`src/rtl/gray_pkg.sv`:
```
// Shared mode encodings and width-generic binary/Gray conversion helpers.
// Used by gray_codec_stream; the adjacency check is enabled with GRAY_ADJ_CHECK_EN.
package gray_pkg;

  localparam logic MODE_BIN2GRAY = 1'b0;
  localparam logic MODE_GRAY2BIN = 1'b1;

  // Helpers work on zero-extended words up to MAX_WIDTH bits.
  // Zero-extension leaves the low WIDTH result bits unchanged in both directions.
  localparam int MAX_WIDTH = 64;

  function automatic logic [MAX_WIDTH-1:0] bin2gray(input logic [MAX_WIDTH-1:0] b);
    return b ^ (b >> 1);
  endfunction

  function automatic logic [MAX_WIDTH-1:0] gray2bin(input logic [MAX_WIDTH-1:0] g);
    logic [MAX_WIDTH-1:0] b;
    b[MAX_WIDTH-1] = g[MAX_WIDTH-1];
    for (int i = MAX_WIDTH - 2; i >= 0; i--) begin
      b[i] = b[i+1] ^ g[i];
    end
    return b;
  endfunction

endpackage

```
`src/rtl/gray_adj_checker.sv`:
```
// Flags mode-1 words that differ from the previous accepted mode-1 word in more than one bit.
// Only instantiated when GRAY_ADJ_CHECK_EN is defined.
module gray_adj_checker
  import gray_pkg::*;
#(
  parameter int WIDTH = 4
) (
  input  logic             clk,
  input  logic             rst_n,
  input  logic             i_accept,
  input  logic             i_mode,
  input  logic [WIDTH-1:0] i_data,
  output logic             o_adjErr
);

  logic [WIDTH-1:0] r_hist;
  logic             r_histValid;
  logic [WIDTH-1:0] w_diff;
  logic             w_multiBit;

  // Clearing the lowest set bit leaves something only if two or more bits differ.
  assign w_diff     = i_data ^ r_hist;
  assign w_multiBit = |(w_diff & (w_diff - WIDTH'(1)));
  assign o_adjErr   = r_histValid && (i_mode == MODE_GRAY2BIN) && w_multiBit;

  always_ff @(posedge clk) begin
    if (!rst_n) begin
      r_hist      <= '0;
      r_histValid <= 1'b0;
    end else if (i_accept && (i_mode == MODE_GRAY2BIN)) begin
      r_hist      <= i_data;
      r_histValid <= 1'b1;
    end
  end

endmodule

```
`src/rtl/gray_codec_stream.sv`:
```
// Registered binary<->Gray converter with a one-entry valid/ready output stage.
// Define GRAY_ADJ_CHECK_EN to drive adj_err from gray_adj_checker; otherwise adj_err is 0.
module gray_codec_stream
  import gray_pkg::*;
#(
  parameter int WIDTH = 4
) (
  input  logic             clk,
  input  logic             rst_n,
  input  logic             in_valid,
  output logic             in_ready,
  input  logic             in_mode,
  input  logic [WIDTH-1:0] in_data,
  output logic             out_valid,
  input  logic             out_ready,
  output logic [WIDTH-1:0] out_data,
  output logic             out_mode,
  output logic             adj_err
);

  logic                 r_valid;
  logic [WIDTH-1:0]     r_data;
  logic                 r_mode;
  logic                 w_accept;
  logic [MAX_WIDTH-1:0] w_ext;
  logic [MAX_WIDTH-1:0] w_convWide;
  logic [WIDTH-1:0]     w_conv;

  assign in_ready = !r_valid || out_ready;
  assign w_accept = in_valid && in_ready;

  assign w_ext      = MAX_WIDTH'(in_data);
  assign w_convWide = (in_mode == MODE_GRAY2BIN) ? gray2bin(w_ext) : bin2gray(w_ext);
  assign w_conv     = w_convWide[WIDTH-1:0];

  generate
    if (WIDTH < MAX_WIDTH) begin : g_upper
      logic w_unusedUpper;
      assign w_unusedUpper = ^w_convWide[MAX_WIDTH-1:WIDTH];
    end
  endgenerate

  // An accept always overwrites the register; a lone transfer only drops valid.
  always_ff @(posedge clk) begin
    if (!rst_n) begin
      r_valid <= 1'b0;
      r_data  <= '0;
      r_mode  <= MODE_BIN2GRAY;
    end else if (w_accept) begin
      r_valid <= 1'b1;
      r_data  <= w_conv;
      r_mode  <= in_mode;
    end else if (out_ready) begin
      r_valid <= 1'b0;
    end
  end

  assign out_valid = r_valid;
  assign out_data  = r_data;
  assign out_mode  = r_mode;

`ifdef GRAY_ADJ_CHECK_EN
  logic r_adjErr;
  logic w_adjErr;

  gray_adj_checker #(
    .WIDTH(WIDTH)
  ) u_adjChecker (
    .clk     (clk),
    .rst_n   (rst_n),
    .i_accept(w_accept),
    .i_mode  (in_mode),
    .i_data  (in_data),
    .o_adjErr(w_adjErr)
  );

  always_ff @(posedge clk) begin
    if (!rst_n) begin
      r_adjErr <= 1'b0;
    end else if (w_accept) begin
      r_adjErr <= w_adjErr;
    end
  end

  assign adj_err = r_adjErr;
`else
  assign adj_err = 1'b0;
`endif

endmodule
```
`config.mk`:
```
export PLATFORM = sky130hd
export DESIGN_NAME = gray_codec_stream
export DESIGN_NICKNAME = d
export VERILOG_FILES = /design/src/rtl/gray_pkg.sv /design/src/rtl/gray_adj_checker.sv /design/src/rtl/gray_codec_stream.sv
export SDC_FILE = /design/constraint.sdc
export NUM_CORES = 1
export LEC_CHECK = 0
export BUFFER_PORTS_ARGS = -buffer_cell sky130_fd_sc_hd__buf_2
export CAP_MARGIN = 20
export CORE_AREA = 5 5 42 44
export CTS_BUF_LIST = sky130_fd_sc_hd__clkbuf_4
export DETAILED_ROUTE_END_ITERATION = 6
export DIE_AREA = 0 0 47 49
export REMOVE_ABC_BUFFERS = 1
export SYNTH_ARGS = -nofsm -noshare
export SYNTH_HDL_FRONTEND = slang
export SYNTH_HIERARCHICAL = 1
export SYNTH_SLANG_ARGS = --single-unit
```
`constraint.sdc`:
```
create_clock -name clk -period 1.2 [get_ports clk]
set_input_delay 0.24 -clock clk [delete_from_list [all_inputs] [get_ports clk]]
set_output_delay 0.24 -clock clk [all_outputs]
set_load 0.05 [all_outputs]
```
Word-level counts from Yosys, hierarchy flattened
Index checks and enable logic that the tools add are counted.
{ "word_totals": {"input_bits": 9, "out_inout_bits": 8, "reg_bits": 6, "word_cells": 14} }
{ "classes": {"n_bitwise": 4, "n_mux": 3, "reduce_logical": 4} }
{ "op_table": {"columns": ["operator", "count"], "rows": [
  ["4-bit two-way mux", 1],
  ["4-bit by 3-bit bitwise XOR with 4-bit output", 1],
  ["1-bit bitwise XOR", 3],
  ["1-bit two-way mux", 2],
  ["2-bit nonzero test", 1],
  ["1-bit logical AND", 1],
  ["1-bit logical NOT", 1],
  ["1-bit logical OR", 1]
]} }

Longest topological paths before layout
{ "logic_depth": {"ltp_word": 4, "ltp_mapped": 4} }

Worst setup path after synthesis
OpenSTA, ideal clock, no wires.
{ "synth_timing": {"path_kind": "reg2reg", "startpoint": "register r_valid (netlist: out_valid)", "endpoint": "register r_data[2] (netlist: out_data[2])", "setup_ns": 0.141, "n_path_buf": 0, "stages_incl_launch_ff": 5, "slack_ns": -0.192, "period_less_slack_ns": 1.392, "t_arrival_ns": 1.252, "cell_sequence": "dfxtp_1 nor2b_4 inv_2 a21oi_1 a311oi_1"} }
{ "synth_between": {"elab_chain_len": 3} }
{ "synth_rtl": {"columns": ["element", "line_no", "text"], "rows": [
  ["start, declared", "gray_codec_stream.sv:21", "logic r_valid;"],
  ["start signal, assigned", "gray_codec_stream.sv:46", "r_valid <= 1'b0;"],
  ["start signal, assigned", "gray_codec_stream.sv:50", "r_valid <= 1'b1;"],
  ["start signal, assigned", "gray_codec_stream.sv:54", "r_valid <= 1'b0;"],
  ["1-bit logical NOT", "gray_codec_stream.sv:29", "assign in_ready = !r_valid || out_ready;"],
  ["1-bit logical OR", "gray_codec_stream.sv:29", null],
  ["named net in_ready", "gray_codec_stream.sv:11", "output logic in_ready,"],
  ["1-bit logical AND", "gray_codec_stream.sv:30", "assign w_accept = in_valid && in_ready;"],
  ["end signal, assigned", "gray_codec_stream.sv:51", "r_data <= w_conv;"],
  ["end, declared", "gray_codec_stream.sv:22", "logic [WIDTH-1:0] r_data;"]
]} }
The timed path passes the listed nets, and every way through them passes these cells.
A chain may end at the register's enable or synchronous reset.

Worst setup path after layout
{ "layout_timing": {"startpoint": "register r_valid (netlist: out_valid)", "endpoint": "output port in_ready"} }
{ "layout_between": {"elab_chain_len": 2} }
{ "layout_rtl": {"columns": ["element", "line_no"], "rows": [
  ["1-bit logical NOT", "gray_codec_stream.sv:29"],
  ["1-bit logical OR", "gray_codec_stream.sv:29"],
  ["end, declared", "gray_codec_stream.sv:11"]
]} }
Every way passes these cells.

==> results.toml <==
[run_status]
status = "completed"

[finish]
antennaDiodeCount = 0
areaGrowthSynthToFinish_pct = 48.4
drive_gt1_share_pct = 42.9
fin_util_pct = 32.6
layout.nets = 67
stdcell_count = 72
fillCellCount = 159

[drt]
dr_wl_met3_um = 108
routedWlPerCell_um = 10.4
top_layer = "met4"
ant_nets = 0
wl_met1_um = 273
wirelength_um = 750
routed_via_density = 4.57
wl_met2_um = 341
drt_iter0_drc = 5
remaining_drc_errors = 0
vias = 329
drtPass1Iterations = 4

[placement]
gp_congestion = 0.723
port-buffer-count = 15
dp_hpwl_um = 552
pre_cts_slack_ns = 0.125
numPlacedInstances = 66

[worst_hold_path]
hold_path_class = "primary input to flop"
min_from = "in_data[3]"

[power]
switching_share_pct = 33.5
pwr_density_cell_nw_per_um2 = 1270
p_clk_share_pct = 32.2
irDropWorstVdd_mv = 0.462
internal_power_uw = 385
seq_power_share_pct = 38.2
switchingPower_uw = 194
combPwrFrac_pct = 29.5
p_leak_nw = 0.215

[synthesis]
yosysSeqAreaShare_pct = 39.0
synth_cell_type_count = 19
synth_area_leaders = "dfxtp_1 (39%), a21oi_1 (8.1%), xnor2_1 (5.7%)"
syn_area_um2 = 308
synth_top_area_share_pct = 39.0
ys_ff_latch = 6
synth_top_area_cell = "dfxtp_1"
synth.avg_cell_area_um2 = 8.55
yosysWarnings = 6
synth_cells = 36

[floorplan]
rows = 14
core_um2 = 1400
die_w_um = 47
dieArea_um2 = 2300
ios = 17
start_util_pct = 22.0
die_y_um = 49

[sta]
min_period_over_period_pct = 99.0
rsz0062_at_grt = "true"
setup_viol = 0
finalHoldViolations = 0
min_period_ns = 1.19
setup-tns-final_ns = 0
fin_ws_ns = 0.0126
max_freq_mhz = 842
whs_ns = 0.288
maxSlewViolCount = 0
skew_ns = 0.00112

[cts]
clk_pin_slew_worst_paths_ns = 0.04
cts.sink_count = 6
root_buffer = "clkbuf_4"
cts_buffer_depth = 2
hold_buffers = 0
numCtsBuffers = 3
cts_max_level = 1
clk_latency_ns = 0.24
tritoncts = "yes"

[global_routing]
grt_pass1_vias = 298
antenna_found_initial = 0
overflow = 0
grt_max_degree = 11
grt_first_pass_wirelength_mm = 1.16
grt_usage_pct = 7.27

[critical_path]
critical_path_required_ns = 0.96
startpoint = "out_valid"
criticalPathCategory = "flop to primary output"
critPathArrivalTime_ns = 0.95
critPathMaxFanout = 4
start_kind = "flop"
rr_startpoint = "out_valid"
cp-end-kind = "primary output"

[run]
maxCapViolCount = 0
synthesized netlist by cell type:
cell type,n
nand3_1,2
nor2b_4,1
dfxtp_1,6
a21oi_1,5
a31o_1,1
o2111ai_1,1
nand3b_1,1
and2_1,1
a311oi_1,1
conb_1,1
inv_2,1
nand2_1,2
o221ai_1,1
nand2b_1,1
xnor2_1,2
inv_1,3
buf_4,1
o21ai_0,3
xor2_1,2
state kept, by name, summed over array words and instances, names as in the netlist:
register / flops
out_data: 4
out_mode: 1
out_valid: 1
cells by family (layout without fill, tap and decap cells):
kind of cell,count (synthesis),count (layout),synth area share [%]
XOR/XNOR,4,4,11.4
AND/OR/NAND/NOR,8,8,16.7
other,1,1,1.22
buffers and inverters,5,25,7.32
flip-flops,6,6,39.0
AO/OA/AOI/OAI,12,12,24.4
cell usage in the layout (no fill, tap or decap), types with 2 or more instances in the layout:
master,count
buf_4,3
xor2_1,2
xnor2_1,2
clkbuf_4,3
o21ai_0,3
a21oi_1,5
inv_1,3
dfxtp_1,5
nand2_1,2
nand3_1,2
buf_2,14
final cells by class:
cell class                      count  area (um^2)  area share [%]
Clock buffer                        3         22.5            4.93
Inverter                            4         20.0            4.38
Multi-Input combinational cell     25          165            36.2
Sequential cell                     6          121            26.6
Tap cell                           16         20.0            4.38
Timing Repair Buffer               18          108            23.6
power by group through the flow:
stage               combinational (mW)  clock (mW)  sequential (mW)
global route                     0.183       0.205            0.223
floorplan                       0.0596           0            0.279
global placement                 0.157           0            0.226
detailed placement               0.159           0            0.225
finish                           0.171       0.187            0.222
CTS                              0.165       0.191            0.222
critical path, stage by stage, from the launching register on:
cell and delay, ns:
dfxtp_2 0.31, nor2b_4 0.17, clkinv_4 0.08, buf_8 0.15
worst paths after layout:
check,end,slack [ns],cells past startpoint
worst max register to register,out_data[0],0.16,5
worst min-delay path,out_data[3],0.29,3
worst min register to register,out_mode,0.48,2
worst max-delay path,in_ready,0.01,3
stage by stage:
step | cell area, um^2 | power, mW
6_report | 457 | 0.580
3_5_place_dp | 395 | 0.384
5_1_grt | 457 | 0.611
3_3_place_gp | 395 | 0.383
2_1_floorplan | 300 | 0.339
4_1_cts | 434 | 0.578
routing by layer:
layer | GRT usage (%) | vias to the layer above
met3 | 5.54 | 5
met4 | 5.53 | 0
met1 | 6.87 | 141
li1 | - | 163
met2 | 10.2 | 20
met5 | 0 | -
repair_timing:
item                       CTS  global route
buffers inserted             1             2
resized for setup            3             3
setup endpoints to repair    1             1
(Power assumes the default switching activity.)
